<file path="src/rtl/operand_fetch.sv">
// Decode-stage operand fetch: drives regfile reads, forwards EX/MEM results,
// stalls on load-use hazards and registers resolved operands toward EX.
module operand_fetch #(
    parameter int DATA_W = 32,
    parameter int ADDR_W = 5,
    parameter int OP_W   = 8,
    parameter int CNT_W  = 16
) (
    input  logic              clk,
    input  logic              rst,
    input  logic              flush,
    input  logic              in_valid,
    output logic              in_ready,
    input  logic [OP_W-1:0]   in_op,
    input  logic              in_re1,
    input  logic              in_re2,
    input  logic [ADDR_W-1:0] in_rs,
    input  logic [ADDR_W-1:0] in_rt,
    input  logic              in_use_imm,
    input  logic [DATA_W-1:0] in_imm,
    input  logic              in_wreg,
    input  logic [ADDR_W-1:0] in_wd,
    input  logic              in_is_load,
    output logic              re1,
    output logic [ADDR_W-1:0] raddr1,
    input  logic [DATA_W-1:0] rdata1,
    output logic              re2,
    output logic [ADDR_W-1:0] raddr2,
    input  logic [DATA_W-1:0] rdata2,
    input  logic              ex_wreg,
    input  logic [ADDR_W-1:0] ex_wd,
    input  logic [DATA_W-1:0] ex_wdata,
    input  logic              ex_is_load,
    input  logic              mem_wreg,
    input  logic [ADDR_W-1:0] mem_wd,
    input  logic [DATA_W-1:0] mem_wdata,
    output logic              out_valid,
    input  logic              out_ready,
    output logic [OP_W-1:0]   out_op,
    output logic [DATA_W-1:0] out_opnd1,
    output logic [DATA_W-1:0] out_opnd2,
    output logic              out_wreg,
    output logic [ADDR_W-1:0] out_wd,
    output logic              out_is_load,
    output logic [CNT_W-1:0]  stall_cnt
);

    logic              hazard;
    logic              advance;
    logic              take;
    logic [DATA_W-1:0] opnd1;
    logic [DATA_W-1:0] rt_val;
    logic [DATA_W-1:0] opnd2;

    // A load still in EX has no data yet, so it is never a forwarding source.
    function automatic logic [DATA_W-1:0] resolve(
        input logic              used,
        input logic [ADDR_W-1:0] addr,
        input logic [DATA_W-1:0] rdata,
        input logic              exw,
        input logic [ADDR_W-1:0] exd,
        input logic [DATA_W-1:0] exdata,
        input logic              exld,
        input logic              memw,
        input logic [ADDR_W-1:0] memd,
        input logic [DATA_W-1:0] memdata
    );
        logic [DATA_W-1:0] v;
        if (!used || addr == '0)
            v = '0;
        else if (exw && exd == addr && !exld)
            v = exdata;
        else if (memw && memd == addr)
            v = memdata;
        else
            v = rdata;
        return v;
    endfunction

    assign re1    = in_valid & in_re1;
    assign raddr1 = in_rs;
    assign re2    = in_valid & in_re2 & ~in_use_imm;
    assign raddr2 = in_rt;

    assign hazard = in_valid & ex_wreg & ex_is_load & (ex_wd != '0) &
                    ((re1 & (ex_wd == in_rs)) | (re2 & (ex_wd == in_rt)));

    assign advance  = ~out_valid | out_ready;
    assign in_ready = advance & ~hazard & ~flush;
    assign take     = in_valid & in_ready;

    always_comb begin
        opnd1  = resolve(re1, in_rs, rdata1, ex_wreg, ex_wd, ex_wdata, ex_is_load,
                         mem_wreg, mem_wd, mem_wdata);
        rt_val = resolve(re2, in_rt, rdata2, ex_wreg, ex_wd, ex_wdata, ex_is_load,
                         mem_wreg, mem_wd, mem_wdata);
        opnd2  = in_use_imm ? in_imm : rt_val;
    end

    // Output stage holds while EX backpressures; a free slot with nothing accepted becomes a bubble.
    always_ff @(posedge clk) begin
        if (rst) begin
            out_valid   <= 1'b0;
            out_op      <= '0;
            out_opnd1   <= '0;
            out_opnd2   <= '0;
            out_wreg    <= 1'b0;
            out_wd      <= '0;
            out_is_load <= 1'b0;
        end else if (flush) begin
            out_valid <= 1'b0;
        end else if (advance) begin
            out_valid <= take;
            if (take) begin
                out_op      <= in_op;
                out_opnd1   <= opnd1;
                out_opnd2   <= opnd2;
                out_wreg    <= in_wreg;
                out_wd      <= in_wd;
                out_is_load <= in_is_load;
            end
        end
    end

    always_ff @(posedge clk) begin
        if (rst)
            stall_cnt <= '0;
        else if (hazard && stall_cnt != '1)
            stall_cnt <= stall_cnt + CNT_W'(1);
    end

endmodule

</file>
<file path="config.mk">
export PLATFORM = sky130hd
export DESIGN_NAME = operand_fetch
export DESIGN_NICKNAME = d
export VERILOG_FILES = /design/src/rtl/operand_fetch.sv
export SDC_FILE = /design/constraint.sdc
export NUM_CORES = 1
export LEC_CHECK = 0
export BUFFER_PORTS_ARGS = -buffer_cell sky130_fd_sc_hd__buf_4
export CAP_MARGIN = 20
export CORE_AREA = 5 5 120 122
export DETAILED_ROUTE_END_ITERATION = 7
export DIE_AREA = 0 0 125 127
export GPL_TIMING_DRIVEN = 0
export MAX_ROUTING_LAYER = met4
export PLACE_DENSITY = 0.77
export SLEW_MARGIN = 10
export SYNTH_ARGS = -nofsm -noshare
export SYNTH_HDL_FRONTEND = slang
export SYNTH_SLANG_ARGS = --single-unit
</file>
<file path="constraint.sdc">
create_clock -name clk -period 2.7 [get_ports clk]
set_input_delay 0.135 -clock clk [delete_from_list [all_inputs] [get_ports clk]]
set_output_delay 0.135 -clock clk [all_outputs]
set_load 0.02 [all_outputs]
</file>
Yosys cells after proc, flatten, opt, wreduce, memory -nomap -nowiden
Index checks and enable logic that the tools add are counted.
- bitwise operators: 18
- reductions and logical operators: 17
- add/subtract/negate cells: 1
- eq/ne operators: 5
- mux-type cells: 7
- operators with widths (operator ; count):
    $mux 32 ; 7
    $eq 5x5->1 ; 4
    $add 16x1->16 const B ; 1
    $ne 16x16->1 const B ; 1
    $and 1x1->1 ; 12
    $logic_not 5->1 ; 2
    $logic_and 1x1->1 ; 7
    $reduce_bool 5->1 ; 1
    $not 1->1 ; 4
    $logic_not 1->1 ; 3
    $reduce_and 3->1 ; 1
    $logic_or 1x1->1 ; 2
    $or 1x1->1 ; 2
    $reduce_or 2->1 ; 1
- register bits: 96
- output and inout port bits: 109
- bits of input ports: 206
- word-level logic and storage cells: 56

Logic depth before layout (Yosys ltp)
- depth after elaboration: 10
- depth in mapped cells: 8

Least setup slack after synthesis
OpenSTA, ideal clock, no wires.
- path type: flip-flop to flip-flop
- start: reg stall_cnt[0]
- end: reg stall_cnt[6]
- path buffers: 1
- setup slack: 720 ps
- arrival: 1859 ps
- setup time: 121 ps
- stages on the path, launching flop included: 9
- data required time: 2579 ps
- period minus slack after synthesis: 1980 ps
- cells stage by stage: dfxtp_1 > ha_1 > nand3_1 > nor2_1 > a31oi_1 > o21ai_0 > clkbuf_1 > nor3_1 > mux2_2
- longest elaborated chain between the ends: 2
- ends and longest elaborated chain (what ; RTL line ; RTL):
    start: declaration ; 45 ; output logic [CNT_W-1:0] stall_cnt
    start signal: assignment ; 129 ; stall_cnt <= stall_cnt + CNT_W'(1);
    branches (longest 2 deep; another with $add 16x1->16) ; n/a ;
Several ways; the timed one is not identified.
A chain may end at the register's enable or synchronous reset.

Worst setup path in the final report
- start: reg out_valid
- end: reg out_opnd2[8]
- longest elaborated chain between the ends: 6
- ends and longest elaborated chain (what ; RTL line ; RTL):
    start: declaration ; 37 ; output logic out_valid,
    start signal: assignment ; 113 ; out_valid <= take;
    $not 1->1 * ; 88 ; assign advance = ~out_valid | out_ready;
    $or 1x1->1 * ; 88 ;
    $and 1x1->1 (2 in series) ; 89 ; assign in_ready = advance & ~hazard & ~flush;
    $and 1x1->1 ; 90 ; assign take = in_valid & in_ready;
    $reduce_and 3->1 (no line) * ; n/a ;
    end signal: assignment ; 117 ; out_opnd2 <= opnd2;
    end: declaration ; 41 ; output logic [DATA_W-1:0] out_opnd2,
Every way passes the cells marked *; elsewhere a longest branch is shown, timed or not.

==> impl_metrics.py <==
metrics = {
    "routing": {
        "ant_nets": 0,
        "routed_wl_um": 24440,
        "drtIter0Drc": 589,
        "post_drt_via_cell_ratio": 5.560,
        "drc_errors": 0,
        "avgRoutedWirePerCell_um": 20.15,
        "route.vias.total": 6744,
        "dr.pass1.iters": 5,
    },
    "layout": {
        "diodes": 0,
        "finalNonFillerCells": 1213,
        "drive_gt1_share_pct": 34.91,
        "fin_nets": 1239,
        "area_growth_syn_to_layout_pct": 51.63,
        "stdcell_area_um2": 8386,
    },
    "power": {
        "power_leakage_nw": 3.653,
        "power.density_nw_per_um2": 418.5,
        "irDropWorstVdd_v": 0.0003812,
    },
    "die": {
        "ios": 315,
        "die_w_um": 125,
        "design.die.area_um2": 15880,
        "die_y_um": 127,
        "design.core.area_um2": 13090,
        "placementRows": 42,
        "initial_core_util_pct": 42.26,
    },
    "synth": {
        "syn_area_per_cell_um2": 7.822,
        "yosys_most_used_dff": "dfxtp_1",
        "synthMostInstantiatedCell": "nand2_1",
        "ys_types": 42,
        "syn_area_um2": 5530,
        "synth_warnings": 0,
        "synth_seq_cells": 96,
        "synth_edf_count": 0,
        "synthTopCellsByCount": "nand2_1 (106), dfxtp_1 (96), a21oi_1 (62), o21ai_0 (53), clkbuf_1 (49)",
        "synth_top_area_cell": "dfxtp_1",
        "synthCells": 707,
        "synth_top_cell_area_share_pct": 34.75,
        "synth_fp_nets": 914,
        "ys_seq_area_share_pct": 34.75,
        "synth_area_leaders": "dfxtp_1 (35%), nand2_1 (7.2%), mux2i_1 (5.8%)",
        "ys_async_sr_fraction_pct": 0,
    },
    "sta": {
        "tns_ns": 0,
        "setup_viol": 0,
        "clock.fmax_mhz": 427.2,
        "fin_crit_sh_pct": 86.70,
        "whs_ns": 0.03716,
        "slew_headroom_pct": 59.69,
        "rsz0062_at_grt": "false",
        "period_needed_ns": 2.341,
        "drv_slew": 0,
        "hold_viol": 0,
        "fin_skew_ns": 0.01001,
        "tightest_slew_ns": 0.6046,
    },
    "placement": {
        "io_buffers": 313,
        "hpwl_um": 19490,
        "dp.cells": 1196,
        "dpl_cell_area_um2": 8100,
        "place_congestion": 0.9598,
    },
    "cts": {
        "path_clk_slew_ns": 0.07,
        "cts_buffer_depth": 2,
        "tritoncts": "built",
        "cts-root-buf": "clkbuf_16",
        "clk-insertion-delay-late_ns": 0.35,
        "numCtsBuffers": 9,
        "clock-sinks": 96,
        "h-tree-depth": 3,
        "cts_resized": 0,
    },
    "grt": {
        "grt_pass1_wl_um": 36400,
        "grt_pass1_vias": 6630,
        "antenna_found_initial": 0,
        "track_usage_pct": 29.61,
        "grt_max_degree": 16,
        "grt_overflow_total": 0,
    },
    "worst_hold_path": {
        "hold_class": "in2reg",
    },
    "flow_run": {
        "drv_cap": 0,
    },
    "critical_path": {
        "critPathLaunchType": "flop",
        "arrival_ns": 2.60,
        "crit_type": "reg2reg",
        "cp.required_ns": 2.96,
        "end_kind": "flop",
        "critPathMaxFanout": 10,
        "r2r_slack_ns": 0.36,
    },
    "status": {
        "status": "completed",
    },
}
==> area by class of cell <==
| cell class | count | area (um^2) |
|---|---|---|
| clock buffers | 11 | 242.7 |
| plain buffers | 75 | 371.6 |
| multi-input cells | 530 | 3214 |
| clock inverters | 5 | 32.53 |
| flip-flops and latches | 96 | 1922 |
| repair buffers | 314 | 2360 |
| inverters | 6 | 22.52 |
| fillers | 1175 | 4700 |
| well taps | 176 | 220.2 |
==> cells in the final DEF, fill, tap and decap left out, drive strengths merged, types with 2 or more instances in the layout <==
cell type,instances
buf,339
nand2,106
dfxtp,96
a21oi,62
clkbuf,60
o21ai,53
nor2,45
a31oi,33
mux2i,32
a21o,32
a311oi,32
a22o,32
nand3,24
xor2,12
or4,8
nor3,7
inv,6
and3,6
xnor2,6
o31ai,6
or3,5
nor2b,4
nand4,4
mux2,3
nand2b,3
clkinvlp,3
and2,2
clkinv,2
==> routing by layer <==
metal | global-route usage (%) | vias up | part of all wire [%]
met3 | 10.27 | 37 | 10
met2 | 50.27 | 329 | 50
met4 | 8.227 | 0 | 2.5
met5 | - | - | 0
met1 | 33.39 | 3155 | 38
li1 | - | 3223 | -
==> worst max-delay path, stage by stage, from the launching register on <==
cell and delay (ns):
dfxtp_1 0.31, nor2b_1 0.16, nor2_1 0.16, and2_1 0.15, clkbuf_1 0.19, clkbuf_1 0.40
clkbuf_1 0.48, a21oi_1 0.14, a311oi_1 0.26
==> per-stage QoR <==
stage / utilization (%) / total power [mW] / worst slack, ns
floorplan: - / 1.859 / 0.7198
global placement: 61.90 / 2.295 / 0.1319
detailed placement: 61.90 / 2.303 / 0.08158
CTS: 64.08 / 3.509 / 0.3391
global route: 64.08 / 3.619 / 0.1806
finish: 64.08 / 3.510 / 0.3590
==> power breakdown <==
part,internal [mW],switching (mW)
registers,1.47,0.0281
logic,0.398,0.384
clock network,0.648,0.584
total,2.51,0.996
==> path summary, 6_finish.rpt <==
kind,startpoint,to,depth (start not counted)
max,out_valid$_SDFFE_PP0N_,out_opnd2[8]$_SDFFE_PP0P_,8
min,in_op[0],out_op[0]$_SDFFE_PP0P_,3
max reg2reg,out_valid$_SDFFE_PP0N_,out_opnd2[8]$_SDFFE_PP0P_,8
min reg2reg,out_wd[4]$_SDFFE_PP0P_,out_wd[4]$_SDFFE_PP0P_,2
==> state kept, by name (all words and copies together) (netlist names) <==
| name | flops |
|---|---|
| out_opnd2 | 32 |
| out_opnd1 | 32 |
| out_wreg | 1 |
| out_valid | 1 |
| out_is_load | 1 |
| out_op | 8 |
| out_wd | 5 |
| stall_cnt | 16 |
==> kinds of logic after synthesis <==
logic type	share of synthesized area [%]
flops	34.75
mux	6.403
fa+ha+maj	0.2262
compound gates	30.61
simple gates	18.03
xor+xnor	2.851
buf+inv	7.127
==> timing repair <==
action	CTS	global route
hold endpoints to repair	1	0
setup endpoints to repair	0	0
setup buffers	0	0
hold buffers	1	0
Power figures use the tool's default switching activity.
